==> src/rtl/crossbar_pkg.sv <==
// Shared crossbar types: channel selectors, port maps, controller FSM states.
// No logic state of its own; imported by the input- and output-side controllers.
package crossbar_pkg;

    localparam int NUM_PORTS = 4;

    typedef logic [1:0] sel_t;
    typedef sel_t [NUM_PORTS-1:0] map_t;

    localparam map_t XBAR_IDENTITY = {2'd3, 2'd2, 2'd1, 2'd0};

    typedef enum logic [1:0] {
        ST_ACTIVE  = 2'd0,
        ST_PENDING = 2'd1,
        ST_BLANK   = 2'd2
    } state_t;

    // A map is usable only if every port draws from a different channel.
    function automatic logic is_permutation(input map_t m);
        logic ok;
        ok = 1'b1;
        for (int i = 0; i < NUM_PORTS; i++) begin
            for (int j = i + 1; j < NUM_PORTS; j++) begin
                if (m[i] == m[j]) ok = 1'b0;
            end
        end
        return ok;
    endfunction

endpackage

==> src/rtl/crossbar_switch_out_ctl_if.sv <==
// Config handshake, frame sync, channel inputs and port outputs of the output crossbar.
// slave = controller side, master = driver/observer side.
interface crossbar_switch_out_ctl_if #(
    parameter int IO_WIDTH = 1
);
    logic                cfg_valid_in;
    logic                cfg_ready_out;
    logic [1:0]          cfg_sel_a_in;
    logic [1:0]          cfg_sel_b_in;
    logic [1:0]          cfg_sel_c_in;
    logic [1:0]          cfg_sel_d_in;
    logic                cfg_err_out;
    logic                frame_sync_in;
    logic [IO_WIDTH-1:0] chan_a_in;
    logic [IO_WIDTH-1:0] chan_b_in;
    logic [IO_WIDTH-1:0] chan_c_in;
    logic [IO_WIDTH-1:0] chan_d_in;
    logic [IO_WIDTH-1:0] port_a_out;
    logic [IO_WIDTH-1:0] port_b_out;
    logic [IO_WIDTH-1:0] port_c_out;
    logic [IO_WIDTH-1:0] port_d_out;
    logic                port_valid_out;

    modport slave (
        input  cfg_valid_in, cfg_sel_a_in, cfg_sel_b_in, cfg_sel_c_in, cfg_sel_d_in,
        input  frame_sync_in, chan_a_in, chan_b_in, chan_c_in, chan_d_in,
        output cfg_ready_out, cfg_err_out,
        output port_a_out, port_b_out, port_c_out, port_d_out, port_valid_out
    );

    modport master (
        output cfg_valid_in, cfg_sel_a_in, cfg_sel_b_in, cfg_sel_c_in, cfg_sel_d_in,
        output frame_sync_in, chan_a_in, chan_b_in, chan_c_in, chan_d_in,
        input  cfg_ready_out, cfg_err_out,
        input  port_a_out, port_b_out, port_c_out, port_d_out, port_valid_out
    );
endinterface

==> src/rtl/crossbar_out_mux.sv <==
// 4:1 channel selector for one output port.
// Latency: combinational. Backpressure: none.
module crossbar_out_mux
    import crossbar_pkg::*;
#(
    parameter int IO_WIDTH = 1
) (
    input  logic [IO_WIDTH-1:0] chan_a,
    input  logic [IO_WIDTH-1:0] chan_b,
    input  logic [IO_WIDTH-1:0] chan_c,
    input  logic [IO_WIDTH-1:0] chan_d,
    input  sel_t                sel,
    output logic [IO_WIDTH-1:0] y
);
    always_comb begin
        y = chan_a;
        case (sel)
            2'd0:    y = chan_a;
            2'd1:    y = chan_b;
            2'd2:    y = chan_c;
            default: y = chan_d;
        endcase
    end
endmodule

==> src/rtl/crossbar_switch_out_ctl.sv <==
// Routes four channel buffers onto four output ports; new maps switch in only at a frame boundary, then blank.
// Latency: 1 cycle chan->port. Backpressure: cfg_ready_out low from map acceptance until blanking ends.
module crossbar_switch_out_ctl
    import crossbar_pkg::*;
#(
    parameter int IO_WIDTH     = 1,
    parameter int BLANK_CYCLES = 2
) (
    input  logic                      clk_in,
    input  logic                      rst_in,
    crossbar_switch_out_ctl_if.slave  io
);
    localparam int CNT_W = (BLANK_CYCLES > 0) ? $clog2(BLANK_CYCLES + 1) : 1;

    state_t               state, state_nxt;
    map_t                 active_map, shadow_map, map_eff, cfg_map;
    logic [CNT_W-1:0]     blank_cnt;
    logic                 cfg_fire, cfg_ok, switch_now, blank_done;
    logic [IO_WIDTH-1:0]  mux_y [NUM_PORTS];

    assign cfg_map    = {io.cfg_sel_d_in, io.cfg_sel_c_in, io.cfg_sel_b_in, io.cfg_sel_a_in};
    assign cfg_fire   = io.cfg_valid_in && io.cfg_ready_out;
    assign cfg_ok     = is_permutation(cfg_map);
    assign switch_now = (state == ST_PENDING) && io.frame_sync_in;
    assign blank_done = (blank_cnt == CNT_W'(BLANK_CYCLES));
    // The frame-boundary cycle already samples under the new map so BLANK_CYCLES=0 has no gap.
    assign map_eff    = switch_now ? shadow_map : active_map;

    always_comb begin
        state_nxt = state;
        case (state)
            ST_ACTIVE:  if (cfg_fire && cfg_ok) state_nxt = ST_PENDING;
            ST_PENDING: if (io.frame_sync_in)
                            state_nxt = (BLANK_CYCLES == 0) ? ST_ACTIVE : ST_BLANK;
            ST_BLANK:   if (blank_done) state_nxt = ST_ACTIVE;
            default:    state_nxt = ST_ACTIVE;
        endcase
    end

    for (genvar p = 0; p < NUM_PORTS; p++) begin : g_mux
        crossbar_out_mux #(.IO_WIDTH(IO_WIDTH)) u_mux (
            .chan_a (io.chan_a_in),
            .chan_b (io.chan_b_in),
            .chan_c (io.chan_c_in),
            .chan_d (io.chan_d_in),
            .sel    (map_eff[p]),
            .y      (mux_y[p])
        );
    end

    always_ff @(posedge clk_in) begin
        if (rst_in) begin
            state             <= ST_ACTIVE;
            active_map        <= XBAR_IDENTITY;
            shadow_map        <= XBAR_IDENTITY;
            blank_cnt         <= '0;
            io.cfg_ready_out  <= 1'b0;
            io.cfg_err_out    <= 1'b0;
            io.port_valid_out <= 1'b0;
            io.port_a_out     <= '0;
            io.port_b_out     <= '0;
            io.port_c_out     <= '0;
            io.port_d_out     <= '0;
        end else begin
            state <= state_nxt;
            if (cfg_fire && cfg_ok) shadow_map <= cfg_map;
            if (switch_now)         active_map <= shadow_map;
            if (state_nxt == ST_BLANK)
                blank_cnt <= (state == ST_BLANK) ? blank_cnt + CNT_W'(1) : CNT_W'(1);
            else
                blank_cnt <= '0;
            io.cfg_ready_out  <= (state_nxt == ST_ACTIVE);
            io.cfg_err_out    <= cfg_fire && !cfg_ok;
            io.port_valid_out <= (state_nxt != ST_BLANK);
            if (state_nxt == ST_BLANK) begin
                io.port_a_out <= '0;
                io.port_b_out <= '0;
                io.port_c_out <= '0;
                io.port_d_out <= '0;
            end else begin
                io.port_a_out <= mux_y[0];
                io.port_b_out <= mux_y[1];
                io.port_c_out <= mux_y[2];
                io.port_d_out <= mux_y[3];
            end
        end
    end
endmodule
==> src/flat_wrapper.sv <==
// flat-port wrapper written by rule: the top's interface ports become plain ports
module crossbar_switch_out_ctl_flat import crossbar_pkg::*;
#(
    parameter int IO_WIDTH     = 1,
    parameter int BLANK_CYCLES = 2
)
  (clk_in, rst_in, io_cfg_valid_in, io_cfg_sel_a_in, io_cfg_sel_b_in, io_cfg_sel_c_in, io_cfg_sel_d_in, io_frame_sync_in, io_chan_a_in, io_chan_b_in, io_chan_c_in, io_chan_d_in, io_cfg_ready_out, io_cfg_err_out, io_port_a_out, io_port_b_out, io_port_c_out, io_port_d_out, io_port_valid_out);
  crossbar_switch_out_ctl_if #(.IO_WIDTH(IO_WIDTH)) io_i ();
  input  logic clk_in;
  input  logic rst_in;
  input wire logic [$bits(io_i.cfg_valid_in)-1:0] io_cfg_valid_in;
  input wire logic [$bits(io_i.cfg_sel_a_in)-1:0] io_cfg_sel_a_in;
  input wire logic [$bits(io_i.cfg_sel_b_in)-1:0] io_cfg_sel_b_in;
  input wire logic [$bits(io_i.cfg_sel_c_in)-1:0] io_cfg_sel_c_in;
  input wire logic [$bits(io_i.cfg_sel_d_in)-1:0] io_cfg_sel_d_in;
  input wire logic [$bits(io_i.frame_sync_in)-1:0] io_frame_sync_in;
  input wire logic [$bits(io_i.chan_a_in)-1:0] io_chan_a_in;
  input wire logic [$bits(io_i.chan_b_in)-1:0] io_chan_b_in;
  input wire logic [$bits(io_i.chan_c_in)-1:0] io_chan_c_in;
  input wire logic [$bits(io_i.chan_d_in)-1:0] io_chan_d_in;
  output wire logic [$bits(io_i.cfg_ready_out)-1:0] io_cfg_ready_out;
  output wire logic [$bits(io_i.cfg_err_out)-1:0] io_cfg_err_out;
  output wire logic [$bits(io_i.port_a_out)-1:0] io_port_a_out;
  output wire logic [$bits(io_i.port_b_out)-1:0] io_port_b_out;
  output wire logic [$bits(io_i.port_c_out)-1:0] io_port_c_out;
  output wire logic [$bits(io_i.port_d_out)-1:0] io_port_d_out;
  output wire logic [$bits(io_i.port_valid_out)-1:0] io_port_valid_out;
  assign io_i.cfg_valid_in = io_cfg_valid_in;
  assign io_i.cfg_sel_a_in = io_cfg_sel_a_in;
  assign io_i.cfg_sel_b_in = io_cfg_sel_b_in;
  assign io_i.cfg_sel_c_in = io_cfg_sel_c_in;
  assign io_i.cfg_sel_d_in = io_cfg_sel_d_in;
  assign io_i.frame_sync_in = io_frame_sync_in;
  assign io_i.chan_a_in = io_chan_a_in;
  assign io_i.chan_b_in = io_chan_b_in;
  assign io_i.chan_c_in = io_chan_c_in;
  assign io_i.chan_d_in = io_chan_d_in;
  assign io_cfg_ready_out = io_i.cfg_ready_out;
  assign io_cfg_err_out = io_i.cfg_err_out;
  assign io_port_a_out = io_i.port_a_out;
  assign io_port_b_out = io_i.port_b_out;
  assign io_port_c_out = io_i.port_c_out;
  assign io_port_d_out = io_i.port_d_out;
  assign io_port_valid_out = io_i.port_valid_out;
  crossbar_switch_out_ctl #(.IO_WIDTH(IO_WIDTH), .BLANK_CYCLES(BLANK_CYCLES)) u_core (.clk_in(clk_in), .rst_in(rst_in), .io(io_i));
endmodule
==> config.mk <==
export PLATFORM = sky130hd
export DESIGN_NAME = crossbar_switch_out_ctl_flat
export DESIGN_NICKNAME = d
export VERILOG_FILES = /design/src/rtl/crossbar_pkg.sv /design/src/rtl/crossbar_switch_out_ctl_if.sv /design/src/rtl/crossbar_out_mux.sv /design/src/rtl/crossbar_switch_out_ctl.sv /design/src/flat_wrapper.sv
export SDC_FILE = /design/constraint.sdc
export NUM_CORES = 1
export LEC_CHECK = 0
export BUFFER_PORTS_ARGS = -buffer_cell sky130_fd_sc_hd__buf_2
export CORE_MARGIN = 3
export CORE_UTILIZATION = 42
export CTS_CLUSTER_DIAMETER = 30
export CTS_CLUSTER_SIZE = 14
export DETAILED_ROUTE_END_ITERATION = 16
export PLACE_DENSITY = 0.61
export SYNTH_ARGS = -nofsm -noshare
export SYNTH_HDL_FRONTEND = slang
export SYNTH_SLANG_ARGS = --single-unit
export TNS_END_PERCENT = 30
==> constraint.sdc <==
create_clock -name clk_in -period 1.6 [get_ports clk_in]
set_input_delay 0.32 -clock clk_in [delete_from_list [all_inputs] [get_ports clk_in]]
set_output_delay 0.32 -clock clk_in [all_outputs]
set_load 0.01 [all_outputs]
Yosys cells after proc, flatten, opt, wreduce, memory -nomap -nowiden
Cells that the tools add are included.
W data, S select, Z words.
{"block": "totals", "out_inout_bits": 7, "word_cells": 70, "reg_bits": 27}
{"block": "op_classes", "reduce_logical": 14, "n_mux": 16, "eq_ne": 19, "n_bitwise": 2, "addsub": 1}
{"op": "$eq A2 B2 Y1 const B", "count": 7}
{"op": "$eq A2 B2 Y1", "count": 6}
{"op": "$logic_not A2 Y1", "count": 6}
{"op": "$pmux W1 S3", "count": 4}
{"op": "$eq A2 B1 Y1 const B", "count": 5}
{"op": "$mux W8", "count": 1}
{"op": "$mux W1", "count": 7}
{"op": "$mux W2", "count": 3}
{"op": "$pmux W2 S3", "count": 1}
{"op": "$logic_and A1 B1 Y1", "count": 4}
{"op": "$reduce_or A2 Y1", "count": 2}
{"op": "$reduce_or A3 Y1", "count": 1}
{"op": "$add A2 B1 Y2 const B", "count": 1}
{"op": "$ne A2 B2 Y1 const B", "count": 1}
{"op": "$not A1 Y1", "count": 2}
{"op": "$logic_not A1 Y1", "count": 1}

Depth between registers and ports, before layout
{"block": "depth", "word_depth": 13, "ltp_mapped": 6, "mapped_depth_nobuf": 6}

Hierarchy
A second synthesis with hierarchy kept.
{"block": "hier_totals", "hier_cells": 113, "hier_area_um2": 1212.4}
{"mod": "crossbar_switch_out_ctl", "area_per_inst_um2": 1122.3, "cells_each": 109, "n_inst": 1}
{"mod": "crossbar_out_mux", "area_per_inst_um2": 22.5, "cells_each": 1, "n_inst": 4}

Worst setup path after synthesis
No wires, ideal clock.
{"block": "synth_path", "path_type": "flip-flop to flip-flop", "start": "register u_core.state[0]", "end": "register u_core.active_map[2] (netlist name)", "setup_slack_ns": 0.142, "required_time_ns": 1.477, "arrival_ns": 1.335, "period_less_slack_ns": 1.458, "n_path_buf": 2, "stages_incl_launch_ff": 6, "setup_ns": 0.123, "cell_sequence": "dfxtp_1 > buf_4 > nand3b_2 > buf_2 > mux2_2 > or2_2"}
{"block": "synth_between", "elab_chain_cells": 3}
{"element": "from (decl)", "line_no": "crossbar_switch_out_ctl.sv:15", "source": "state_t state, state_nxt;"}
{"element": "from (signal assigned)", "line_no": "crossbar_switch_out_ctl.sv:65", "source": "state <= state_nxt;"}
{"element": "$eq A2 B1 Y1", "line_no": "crossbar_switch_out_ctl.sv:24", "source": "assign switch_now = (state == ST_PENDING) && io.frame_sync_in;"}
{"element": "$logic_and A1 B1 Y1", "line_no": "crossbar_switch_out_ctl.sv:24"}
{"element": "$mux W8"}
{"element": "to (signal assigned)", "line_no": "crossbar_switch_out_ctl.sv:67", "source": "if (switch_now) active_map <= shadow_map;"}
{"element": "to (decl)", "line_no": "crossbar_switch_out_ctl.sv:16", "source": "map_t active_map, shadow_map, map_eff, cfg_map;"}
Every way passes these cells.
A chain may end at the register's enable or synchronous reset.

Worst setup path after layout
{"block": "layout_path", "start": "register u_core.state[1]", "end": "register u_core.active_map[6] (netlist name)"}
Same word-level chain as after synthesis.

==> impl_metrics.py <==
metrics = {
    "status": {
        "status": "completed",
    },
    "clocking": {
        "htreeDepth": 1,
        "insertion_delay_ns": 0.33,
        "root_buffer": "clkbuf_4",
        "cts_setup_buffers": 0,
        "cts.clk_slew.worst_paths_ns": 0.14,
        "postCtsHoldBufs": 0,
        "cts_resized": 0,
        "cts_tree": "yes",
        "clkSinkCount": 27,
        "clockBufferDepth": 2,
        "cts_made_buffers": 3,
    },
    "critical_path": {
        "r2r_cells": 4,
        "cp_slowest_cell": "dfxtp_1",
        "crit_chain": "nand3b_2, buf_12, mux2_2, or2_2",
        "cp_slowest_stage_delay_ns": 0.34,
        "cp_max_fo": 7,
        "path_class": "reg -> reg",
        "rr_endpoint": "u_core.active_map[6]",
        "r2r-start": "u_core.state[1]",
        "critPathBufInv": 1,
        "cp-end-kind": "flop",
        "cp-start-kind": "flop",
        "crit_arrival_ns": 1.66,
        "r2r_slack_ns": 0.16,
        "cp_data_required_time_ns": 1.83,
        "crit_family": "simple AND/OR/NAND/NOR gates",
    },
    "die": {
        "initial_core_util_pct": 45.8,
        "fp.dieW_um": 61.8,
        "die_area_mm2": 0.00382,
        "coreArea_mm2": 0.00285,
        "row_count": 19,
        "die_h_um": 61.8,
        "io_pins": 23,
    },
    "routing": {
        "post-route-drc-count": 0,
        "wirelength_mm": 2.65,
        "drt-initial-drc-count": 55,
        "wire_per_inst_um": 14.2,
        "via_per_inst": 5.50,
        "first_pass_iters": 4,
        "dr_total_vias": 1029,
        "ant_nets": 0,
    },
    "sta": {
        "timing.hold.ws_ns": 0.250,
        "drv_slew": 0,
        "fin_crit_ns": 1.44,
        "max_freq_mhz": 696,
        "skew_ns": 0.00682,
        "slew-limit-headroom_pct": 78.6,
        "timing.setup.tns_ns": 0,
        "rsz0062_at_grt": "false",
        "hold_viol_final": 0,
        "worst_pin_slew_ns": 0.317,
        "finalSetupViolCount": 0,
        "final.period_utilization_pct": 89.8,
    },
    "cells_and_area": {
        "final_nets": 174,
        "n_fill_cell": 278,
        "drive_above_1_share_pct": 28.8,
        "antenna_cells": 0,
        "area_growth_pct": 15.2,
    },
    "logic_synthesis": {
        "synthTopCellsByCount": "dfxtp_1, a211oi_1, mux2i_1, xor2_1, nor2_1",
        "synth_edf_count": 0,
        "async_reset_ff_share_pct": 0,
        "yosys_warnings": 0,
        "syn_area_mm2": 0.00131,
        "yosys_register_bits": 27,
        "syn_inst": 131,
        "synth.largest_area_cell": "dfxtp_1",
        "syn-num-nets": 148,
        "ys.flop_type": "dfxtp_1",
        "synth_cell_type_count": 30,
        "yosysMostFrequentCell": "dfxtp_1",
        "syn_area_per_cell_um2": 9.97,
        "synth_top_area_share_pct": 41.4,
        "yosysSeqAreaShare_pct": 41.4,
        "synthTopCellsByArea": "dfxtp_1, mux2i_1, xor2_1",
    },
    "global_route": {
        "grt_usage_pct": 15.0,
        "grt_first_pass_wirelength_mm": 4.20,
        "grt_pass1_vias": 919,
        "antenna_found_initial": 0,
        "grt_max_degree": 17,
        "grt_overflow": 0,
    },
    "hold_path": {
        "hp-start": "io_cfg_valid_in",
        "hold_depth": 3,
        "hold_class": "in -> reg",
        "min_to": "u_core.io.cfg_err_out",
    },
    "power_and_ir_drop": {
        "power.leakage_nw": 0.646,
        "peakVddDrop_mv": 0.552,
        "power.total_mw": 1.17,
        "p_per_area_mw_per_mm2": 780,
    },
    "placed_design": {
        "place.gp.congestion": 0.725,
        "hpwl_mm": 2.00,
        "io_buffers": 22,
    },
    "job": {
        "max_cap_viol_count": 0,
    },
}
==> logic make-up (layout without fill, tap and decap cells) <==
group                      Yosys count  count (layout)  share of synthesized area, %
and+or+nand+nor                     40              40                          19.4
DFF                                 27              27                          41.4
AOI/OAI and AO/OA                   23              23                          13.0
muxes                               16              16                          12.6
xor gates and xnor gates            12              12                          8.05
buffers and inverters               12              37                          4.50
adders and majority gates            1               1                         0.958
==> per-layer routing <==
metal | part of all wire, % | global-route usage, %
met1 | 46 | 18.8
met2 | 50 | 25.4
met3 | 2.9 | 3.72
met4 | 1.0 | 4.55
met5 | 0 | 0
==> state kept, by name, summed over array words and instances (netlist names), 2 cells and up <==
signal	flops
u_core.shadow_map	8
u_core.active_map	8
u_core.state	2
u_core.blank_cnt	2
==> how the worst max path moves through the flow <==
| stage | from | to | slack (ns) | cells after the start |
|---|---|---|---|---|
| 6_report | u_core.state[1] | u_core.active_map[6] | 0.16 | 4 |
| 5_1_grt | u_core.blank_cnt[0] | u_core.blank_cnt[1] | 0.05 | 6 |
| 4_1_cts | u_core.blank_cnt[0] | u_core.blank_cnt[1] | 0.13 | 6 |
| 3_5_place_dp | io_cfg_sel_b_in[1] | u_core.shadow_map[1] | 0.01 | 6 |
| 3_3_place_gp | io_cfg_sel_c_in[0] | u_core.io.cfg_ready_out | 0.09 | 6 |
| 2_1_floorplan | u_core.state[0] | u_core.active_map[2] | 0.14 | 5 |
==> where the power goes <==
part	leakage, nW	switching, mW	internal, mW
registers	0.220	0.00866	0.694
clock network	0.0150	0.196	0.0978
logic	0.411	0.0982	0.0781
total	0.646	0.303	0.870
==> cell usage in the layout (no fill, tap or decap) <==
master | synthesis | routed
nor3_1 | 3 | 3
o22ai_1 | 3 | 3
mux2i_1 | 12 | 12
a211oi_1 | 12 | 12
a21o_2 | 1 | 1
nor4_2 | 1 | 1
and4b_1 | 4 | 4
nand2_1 | 1 | 1
ha_1 | 1 | 1
a31oi_1 | 1 | 1
a21boi_0 | 1 | 1
clkbuf_4 | 0 | 3
nor4_1 | 1 | 1
o41ai_1 | 1 | 1
a21o_1 | 4 | 4
buf_12 | 0 | 1
mux2_2 | 4 | 4
clkbuf_1 | 3 | 1
buf_2 | 2 | 22
nand3b_2 | 1 | 1
or2b_1 | 1 | 1
buf_4 | 1 | 5
nor2_1 | 9 | 9
or2_2 | 5 | 5
nand2b_1 | 8 | 8
nor2b_1 | 4 | 4
inv_1 | 5 | 5
or3b_2 | 1 | 1
dfxtp_1 | 27 | 27
xor2_1 | 12 | 12
nor4b_2 | 0 | 1
==> worst min-delay path, stage by stage <==
cell	delay, ns
buf_2	0.09
nand2_1	0.08
nor3_1	0.05
==> per-stage QoR <==
step / std cells / utilization, % / setup slack, ns / cell area, um2
2_1_floorplan: 131 / - / 0.142 / 1310
6_report: 187 / 52.8 / 0.163 / 1510
3_3_place_gp: 183 / 51.6 / 0.0902 / 1470
4_1_cts: 187 / 52.5 / 0.128 / 1500
3_5_place_dp: 183 / 51.6 / 0.0106 / 1470
5_1_grt: 187 / 52.8 / 0.0529 / 1510
==> area by class of cell <==
| class | instances | area, um2 | share of cell area [%] |
|---|---|---|---|
| Multi-Input combinational cell | 92 | 713 | 47.4 |
| Sequential cell | 27 | 541 | 35.9 |
| Timing Repair Buffer | 28 | 168 | 11.1 |
| Tap cell | 31 | 38.8 | 2.58 |
| Clock buffer | 4 | 26.3 | 1.75 |
| Inverter | 5 | 18.8 | 1.25 |
Note: power is estimated with default switching activity, not from simulation.
